==> config.mk <==
export PLATFORM = sky130hd
export DESIGN_NAME = icache_direct_flat
export DESIGN_NICKNAME = d
export VERILOG_FILES = /design/src/rtl/icache_pkg.sv /design/src/rtl/icache_direct_if.sv /design/src/rtl/icache_tag_store.sv /design/src/rtl/icache_direct.sv /design/src/flat_wrapper.sv
export SDC_FILE = /design/constraint.sdc
export NUM_CORES = 1
export LEC_CHECK = 0
export BUFFER_PORTS_ARGS = -buffer_cell sky130_fd_sc_hd__buf_2
export CAP_MARGIN = 20
export CORE_MARGIN = 2
export CORE_UTILIZATION = 35
export DETAILED_ROUTE_END_ITERATION = 10
export PLACE_DENSITY_LB_ADDON = 0.05
export SLEW_MARGIN = 15
export SYNTH_ARGS = -nofsm -noshare
export SYNTH_HDL_FRONTEND = slang
export SYNTH_SLANG_ARGS = --single-unit
==> constraint.sdc <==
create_clock -name clk -period 15.45 [get_ports clk]
set_clock_uncertainty 0.2 [all_clocks]
set_input_delay 4.635 -clock clk [delete_from_list [all_inputs] [get_ports clk]]
set_output_delay 4.635 -clock clk [all_outputs]
set_load 0.03 [all_outputs]
==> src/rtl/icache_pkg.sv <==
// icache_pkg: shared FSM state type and address-split width helpers for the instruction cache
package icache_pkg;
  typedef enum logic {IDLE, REQ} state_t;
  function automatic int off_w(input int words);
    return $clog2(words * 4);
  endfunction
  function automatic int idx_w(input int lines);
    return $clog2(lines);
  endfunction
  function automatic int tag_w(input int lines, input int words);
    return 32 - off_w(words) - idx_w(lines);
  endfunction
endpackage

==> src/rtl/icache_direct_if.sv <==
// icache_direct_if: fetch-port and line-fill bus; master is the cache, slave is core plus memory
interface icache_direct_if import icache_pkg::*; #(parameter int WORDS = 4);
  logic proc_read;
  logic [31:0] proc_addr;
  logic [31:0] proc_rdata;
  logic proc_stall;
  logic mem_read;
  logic [31-off_w(WORDS):0] mem_addr;
  logic [32*WORDS-1:0] mem_rdata;
  logic mem_ready;
  modport master(input proc_read, proc_addr, mem_rdata, mem_ready, output proc_rdata, proc_stall, mem_read, mem_addr);
  modport slave(output proc_read, proc_addr, mem_rdata, mem_ready, input proc_rdata, proc_stall, mem_read, mem_addr);
endinterface

==> src/rtl/icache_tag_store.sv <==
// icache_tag_store: valid/tag/data arrays with one combinational read port and one synchronous write port
module icache_tag_store import icache_pkg::*; #(
  parameter int LINES = 8,
  parameter int WORDS = 4,
  parameter int TW = 25,
  parameter int IW = idx_w(LINES)
) (
  input  logic clk,
  input  logic rst,
  input  logic [IW-1:0] rd_idx,
  output logic rd_valid,
  output logic [TW-1:0] rd_tag,
  output logic [32*WORDS-1:0] rd_line,
  input  logic we,
  input  logic [IW-1:0] wr_idx,
  input  logic [TW-1:0] wr_tag,
  input  logic [32*WORDS-1:0] wr_line
);
  logic [LINES-1:0] valid;
  logic [TW-1:0] tags [LINES];
  logic [32*WORDS-1:0] data [LINES];
  assign rd_valid = valid[rd_idx];
  assign rd_tag = tags[rd_idx];
  assign rd_line = data[rd_idx];
  always_ff @(posedge clk)
    if (rst) valid <= '0;
    else if (we) valid[wr_idx] <= 1'b1;
  // tag and data carry no reset; the valid bit alone guards them
  always_ff @(posedge clk)
    if (we) begin
      tags[wr_idx] <= wr_tag;
      data[wr_idx] <= wr_line;
    end
endmodule

==> src/rtl/icache_direct.sv <==
// icache_direct: direct-mapped read-only instruction cache; ICACHE_PERF_EN adds hit/miss counters
module icache_direct import icache_pkg::*; #(
  parameter int LINES = 8,
  parameter int WORDS = 4
) (
  input logic clk,
  input logic rst,
  icache_direct_if.master bus
`ifdef ICACHE_PERF_EN
  ,
  output logic [31:0] perf_hits,
  output logic [31:0] perf_misses
`endif
);
  localparam int OFF = off_w(WORDS);
  localparam int IW = idx_w(LINES);
  localparam int TW = tag_w(LINES, WORDS);
  state_t state;
  logic mem_read_q;
  logic [31-OFF:0] line_addr;
  logic [TW-1:0] tag;
  logic [IW-1:0] idx;
  logic [$clog2(WORDS)-1:0] wsel;
  logic rd_valid;
  logic [TW-1:0] rd_tag;
  logic [WORDS-1:0][31:0] rd_line;
  logic hit, miss;
  assign {tag, idx, wsel} = bus.proc_addr[31:2];
  assign hit = bus.proc_read && rd_valid && rd_tag == tag;
  assign miss = state == IDLE && bus.proc_read && !hit;
  assign bus.proc_stall = state == REQ || miss;
  assign bus.proc_rdata = state == IDLE && hit ? rd_line[wsel] : '0;
  assign bus.mem_read = mem_read_q;
  assign bus.mem_addr = line_addr;
  icache_tag_store #(.LINES(LINES), .WORDS(WORDS), .TW(TW)) store (
    .clk(clk),
    .rst(rst),
    .rd_idx(idx),
    .rd_valid(rd_valid),
    .rd_tag(rd_tag),
    .rd_line(rd_line),
    .we(mem_read_q && bus.mem_ready),
    .wr_idx(line_addr[IW-1:0]),
    .wr_tag(line_addr[31-OFF:IW]),
    .wr_line(bus.mem_rdata)
  );
  // the fill always completes once started; proc_read/proc_addr changes only matter back in IDLE
  always_ff @(posedge clk)
    if (rst) begin
      state <= IDLE;
      mem_read_q <= 1'b0;
      line_addr <= '0;
    end else if (state == IDLE) begin
      if (miss) begin
        state <= REQ;
        mem_read_q <= 1'b1;
        line_addr <= bus.proc_addr[31:OFF];
      end
    end else if (bus.mem_ready) begin
      state <= IDLE;
      mem_read_q <= 1'b0;
    end
`ifdef ICACHE_PERF_EN
  always_ff @(posedge clk)
    if (rst) begin
      perf_hits <= '0;
      perf_misses <= '0;
    end else begin
      if (state == IDLE && hit && perf_hits != '1) perf_hits <= perf_hits + 32'd1;
      if (miss && perf_misses != '1) perf_misses <= perf_misses + 32'd1;
    end
`endif
endmodule

==> src/flat_wrapper.sv <==
// flat-port wrapper written by rule: the top's interface ports become plain ports
module icache_direct_flat import icache_pkg::*;
#(
  parameter int LINES = 8,
  parameter int WORDS = 4
)
  (clk, rst, bus_proc_read, bus_proc_addr, bus_mem_rdata, bus_mem_ready, bus_proc_rdata, bus_proc_stall, bus_mem_read, bus_mem_addr);
  icache_direct_if #(.WORDS(WORDS)) bus_i ();
  input logic clk;
  input logic rst;
  input wire logic [$bits(bus_i.proc_read)-1:0] bus_proc_read;
  input wire logic [$bits(bus_i.proc_addr)-1:0] bus_proc_addr;
  input wire logic [$bits(bus_i.mem_rdata)-1:0] bus_mem_rdata;
  input wire logic [$bits(bus_i.mem_ready)-1:0] bus_mem_ready;
  output wire logic [$bits(bus_i.proc_rdata)-1:0] bus_proc_rdata;
  output wire logic [$bits(bus_i.proc_stall)-1:0] bus_proc_stall;
  output wire logic [$bits(bus_i.mem_read)-1:0] bus_mem_read;
  output wire logic [$bits(bus_i.mem_addr)-1:0] bus_mem_addr;
  assign bus_i.proc_read = bus_proc_read;
  assign bus_i.proc_addr = bus_proc_addr;
  assign bus_i.mem_rdata = bus_mem_rdata;
  assign bus_i.mem_ready = bus_mem_ready;
  assign bus_proc_rdata = bus_i.proc_rdata;
  assign bus_proc_stall = bus_i.proc_stall;
  assign bus_mem_read = bus_i.mem_read;
  assign bus_mem_addr = bus_i.mem_addr;
  icache_direct #(.LINES(LINES), .WORDS(WORDS)) u_core (.clk(clk), .rst(rst), .bus(bus_i));
endmodule
---- Yosys cells after proc, flatten, opt, wreduce, memory -nomap -nowiden ----
Memory sizes are Yosys's and may differ from the RTL's.
Cells that the tools add are included.
word-level totals
  output and inout bits ................... 62
  register bits ........................... 38
  bits of input ports ..................... 164
  memories kept ........................... 2
  memory bits (writable) .................. 1224
  word-level logic and storage cells ...... 41
memory list
  name               depth  width  rd ports  clocked after memory_dff  wr ports  RTL line                source
  u_core.store.data  8      128    1         0                         1         icache_tag_store.sv:21  logic [32*WORDS-1:0] data [LINES];
  u_core.store.tags  8      25     1         0                         1         icache_tag_store.sv:20  logic [TW-1:0] tags [LINES];
operators by class
  bitwise gates (word level) .............. 2
  reductions and logical operators ........ 12
  mux-type cells .......................... 15
  equality and inequality tests ........... 2
  $lt $le $gt $ge ......................... 4
operators by type and width
  kind                                                                number
  binary-select mux 32 bit (select 2 bit)                             1
  2-to-1 mux 32 bit                                                   2
  == test 25 bit                                                      1
  2-to-1 mux 1 bit                                                    10
  less-than comparator 3 x 4 -> 1 bit (second input constant)         2
  OR 8 bit                                                            1
  logical AND 1 bit                                                   7
  AND reduction 2 bit                                                 2
  binary-select mux 1 bit (select 3 bit)                              1
  demux 1 bit (select 3 bit)                                          1
  greater-or-equal comparator 3 x 1 -> 1 bit (second input constant)  1
  less-than comparator 2 x 3 -> 1 bit (second input constant)         1
  != test 2 bit (second input constant)                               1
  nonzero test 2 bit                                                  1
  logical NOT 1 bit                                                   1
  logical OR 1 bit                                                    1
  NOT 1 bit                                                           1

---- Longest topological paths before layout ----
  word-level depth ........................ 8
  mapped depth ............................ 12
  gate-level depth less buffers ........... 7

---- Modules after synthesis ----
From an unflattened synthesis, not the netlist that was laid out.
unflattened totals
  cells, all modules ...................... 2056
  area, all modules ....................... 48888.1 µm²
modules (own cells, without submodules)
  module            sequential area each (µm²)  cells each  area an instance (µm²)  instances
  icache_tag_store  36915.4                     1813        46256.9                 1
  icache_direct     600.6                       243         2631.3                  1

---- Worst setup path after synthesis ----
OpenSTA, ideal clock, no wires.
  kind .................................... input to register
  start ................................... input bus_mem_ready
  end ..................................... memory u_core.store.data[1][0] (netlist bit), enable pin
  stages .................................. 2
  arrival ................................. 15160 ps
  data required time ...................... 14396 ps
  slack ................................... -765 ps
  setup time .............................. 854 ps
  buffers on the path ..................... 0
  cells stage by stage .................... nand3_1 > nor3_1
on the way
  longest elaborated chain between the ends .. 3
RTL lines
  element                                 RTL line                source
  from (decl)                             flat_wrapper.sv:14      input wire logic [$bits(bus_i.mem_ready)-1:0] bus_mem_ready;
  logical AND 1 bit                       icache_direct.sv:42     .we(mem_read_q && bus.mem_ready),
  2-to-1 mux 1 bit                        icache_tag_store.sv:30  if (we) begin
  2-to-1 mux 1 bit (implied by the code)  icache_tag_store.sv:32  data[wr_idx] <= wr_line;
  to (decl)                               icache_tag_store.sv:21
Every way passes these cells.

---- Final worst setup path ----
  start ................................... input bus_proc_addr[5]
  end ..................................... output bus_proc_rdata[17]
on the way
  longest elaborated chain between the ends .. 6
  elaborated cells on any way between the ends .. 11
  classes of those cells .................. 1 x eq/ne; 5 x mux; 3 x reduce/logical; 2 x memory
RTL lines
  element                                                                      RTL line             source
  from (decl)                                                                  flat_wrapper.sv:12   input wire logic [$bits(bus_i.proc_addr)-1:0] bus_proc_addr;
  parallel branches: the longest is 5 deep, another holds memory (8 x 25 bit)  -
  2-to-1 mux 32 bit (*)                                                        icache_direct.sv:32  assign bus.proc_rdata = state == IDLE && hit ? rd_line[wsel] : '0;
  to (decl)                                                                    flat_wrapper.sv:15   output wire logic [$bits(bus_i.proc_rdata)-1:0] bus_proc_rdata;
Every way passes the cells marked *. The select of a mux whose other input is x is not followed.

==> qor.csv <==
metric,value,unit
Worst Setup EP,bus_proc_rdata[17],
via/cell ratio,5.175,
P&R area growth vs syn,16.00,%
Area contributors post-synth,"edfxtp_1, mux4_2, mux2i_1",
Post-synth top flop,edfxtp_1,
hold buffers post-CTS,0,
Die ar.,141100,um^2
GPL Wtd Cong,0.7033,
Max Slew Vio Count,0,
Lkg Pwr,0.01818,uW
post-CTS resize count,0,
data arrival time of the critical path,8.68,ns
worst hold margin,0.2656,ns
share of the synthesized area in the top cell type,76.01,%
cell taking the most area after synthesis,edfxtp_1,
die width,375.7,um
Row Count,136,
worst-skew pair later-pin latency,0.75,ns
Synth Instances,2059,
relative slew slack,26.53,%
synthesized cell area,48350,um^2
number of synthesized register bits,1262,
Levels on crit path,8,
fin crit period,13.51,ns
worst r2r dst,u_core.store.data[1][52]$_DFFE_PP_,
Fin Setup TNS,0,ns
TritonCTS Sinks,1262,
R2R setup slack,11.58,ns
Tcrit/Tclk final,87.47,%
initial core utilization,35.21,%
DP Wirelength,62110,um
PortBufs,223,
Post-synth top cells,"edfxtp_1, mux4_2, mux2i_1",
HP Class,flip-flop to flip-flop,
DR vias,22080,
Initial DRC Count,1568,
crit path max fanout,67,
max_cap viols,0,
Setup crit start,bus_proc_addr[5],
FF-to-FF path depth,5,
"Reg clk slew, reported paths",0.05,ns
postcts setup bufs,0,
post-synthesis xor/xnor area fraction,0.2355,%
Startpoint Class,primary input,
Post-synth EDFFs,1224,
DRT Wirelength,118900,um
WP data required,10.62,ns
status,completed,
per-cell routed wire length,27.87,um
post-route cell area,56090,um^2
# DRC,0,
CP Capture Type,output pin,
CP peak stage delay,0.81,ns
worst-path cell chain,"buf_8, buf_4, buf_4, mux4_2, mux4_2, mux2i_1, nor2_1, buf_2",
share of flip-flops with an asynchronous set or reset,0,%
fmax,73.99,MHz
worst slew pin tran,1.102,ns
compound-gate portion of the synthesized area,0.6754,%
H-tree levels,4,
Synth Area in Simple Gates,1.762,%
"Net Count, Synth",2223,
"Avg Cell Area, Syn",23.48,um^2
"Warnings, synthesis",0,
filler instances,12000,
CP top delay family,buffers and inverters,
Die H,375.7,um
number of CTS-inserted buffers,143,
mux contribution to synthesized area,18.66,%
Layout Nets,2526,
Max VDD drop,0.1025,mV
Yosys cell types,37,
total gr overflow,0,
CTS Buffer Depth,3,
Post-Synth Adder-Cell Area,0,%
unrepaired setup endpoints after global routing,no,
first-pass GRT wire length,171700,um
WP buf/inv,4,
pin count of the biggest net entering global routing,112,
initial antenna violation count,44,
num ports,226,
vias in the first global route,24240,
Core ar.,137300,um^2
WS Path Type,primary input to output pin,
largest family of logic cells by synthesized area,multiplexers,
Final Hold Viols,0,
worst r2r src,u_core.bus.mem_read$_SDFFE_PP0P_,
CP max-delay cell,buf_4,
Placed Area,51720,um^2
CTS tree,built,
final count of negative-setup-slack endpoints,0,
clock root buffer,clkbuf_16,
first-pass iteration count of the detailed router,5,
Final ANT Viol Nets,0,
fraction of layout cells with a size suffix above 1,32.78,%
sequential fraction of the synthesis area,77.59,%
pwr/cell area,130.7,nW/um^2
Global Route Usage Sum,17.03,%
most frequent cell after synthesis,edfxtp_1,
==> report_power, final <==
part           switching (uW)  total [uW]  internal (uW)
Clock                    1300        3160           1860
Sequential               18.2        3810           3790
Combinational             210         362            152
Total                    1530        7330           5800
==> kinds of logic after synthesis <==
group | after synthesis
multiplexers | 471
XOR/XNOR | 13
AO/OA/AOI/OAI | 45
flip-flops | 1262
AND/OR/NAND/NOR | 159
buffers and inverters | 109
==> worst min-delay path, stage by stage, from the launching register on <==
cell,delay [ns]
dfxtp_1,0.32
nor2_1,0.05
nor2_1,0.06
==> metal layers <==
metal / part of all wire (%) / vias up / track usage, % / wire length (um)
li1: - / 9383 / - / -
met1: 46 / 11990 / 23.99 / 54600
met2: 47 / 482 / 26.78 / 56140
met3: 4.9 / 190 / 3.911 / 5851
met4: 1.8 / 28 / 4.296 / 2140
met5: 0.14 / - / 0 / 163
==> sequential cells by signal, indices dropped and copies added, names as in the netlist <==
register,cells
u_core.bus.mem_addr,28
u_core.bus.mem_read,1
u_core.state,1
u_core.store.data,1024
u_core.store.tags,200
u_core.store.valid,8
==> cell usage in the layout, fill, tap and decap left out, types with 12 or more instances in the layout <==
master,Yosys,final
buf_4,7,36
clkbuf_1,41,41
xor2_1,12,12
clkinv_1,0,26
clkinv_2,0,18
mux4_2,344,344
buf_2,7,219
dfxtp_1,38,38
mux2i_1,124,124
edfxtp_1,1224,1224
clkbuf_16,0,148
a22o_1,15,15
nor2_1,56,50
nand2b_1,62,62
==> final cells by class <==
class                   instances  area, um^2  share of cell area (%)
well taps                    1794        2245                   4.002
clock inverters                56       405.4                  0.7227
multi-input cells             688       10380                   18.51
repair buffers                267        1592                   2.837
clock buffers                 195        3940                   7.024
flip-flops and latches       1262       37520                   66.88
diodes                          4       10.01                 0.01785
==> metrics by stage <==
| step | utilization [%] | instances | setup WS (ns) | total power, uW |
|---|---|---|---|---|
| 5_1_grt | 40.84 | 4264 | 1.675 | 7591 |
| 3_3_place_gp | 37.66 | 4010 | 1.852 | 4249 |
| 4_1_cts | 40.82 | 4261 | 1.850 | 7444 |
| 6_report | 40.85 | 4266 | 1.935 | 7329 |
| 3_5_place_dp | 37.66 | 4010 | 1.852 | 4257 |
| 2_1_floorplan | - | 2059 | 3.082 | 4104 |
==> how the worst min path moves through the flow <==
stage | from | endpoint | cells after the start
after CTS | u_core.store.valid[3]$_SDFFE_PP0P_ | u_core.store.valid[3]$_SDFFE_PP0P_ | 2
after floorplan | u_core.store.valid[4]$_SDFFE_PP0P_ | u_core.store.valid[4]$_SDFFE_PP0P_ | 2
after global routing | u_core.store.valid[1]$_SDFFE_PP0P_ | u_core.store.valid[1]$_SDFFE_PP0P_ | 2
after global placement | u_core.store.valid[0]$_SDFFE_PP0P_ | u_core.store.valid[0]$_SDFFE_PP0P_ | 2
final | u_core.store.valid[1]$_SDFFE_PP0P_ | u_core.store.valid[1]$_SDFFE_PP0P_ | 2
after detailed placement | u_core.store.valid[3]$_SDFFE_PP0P_ | u_core.store.valid[3]$_SDFFE_PP0P_ | 2
(Power assumes the default switching activity.)
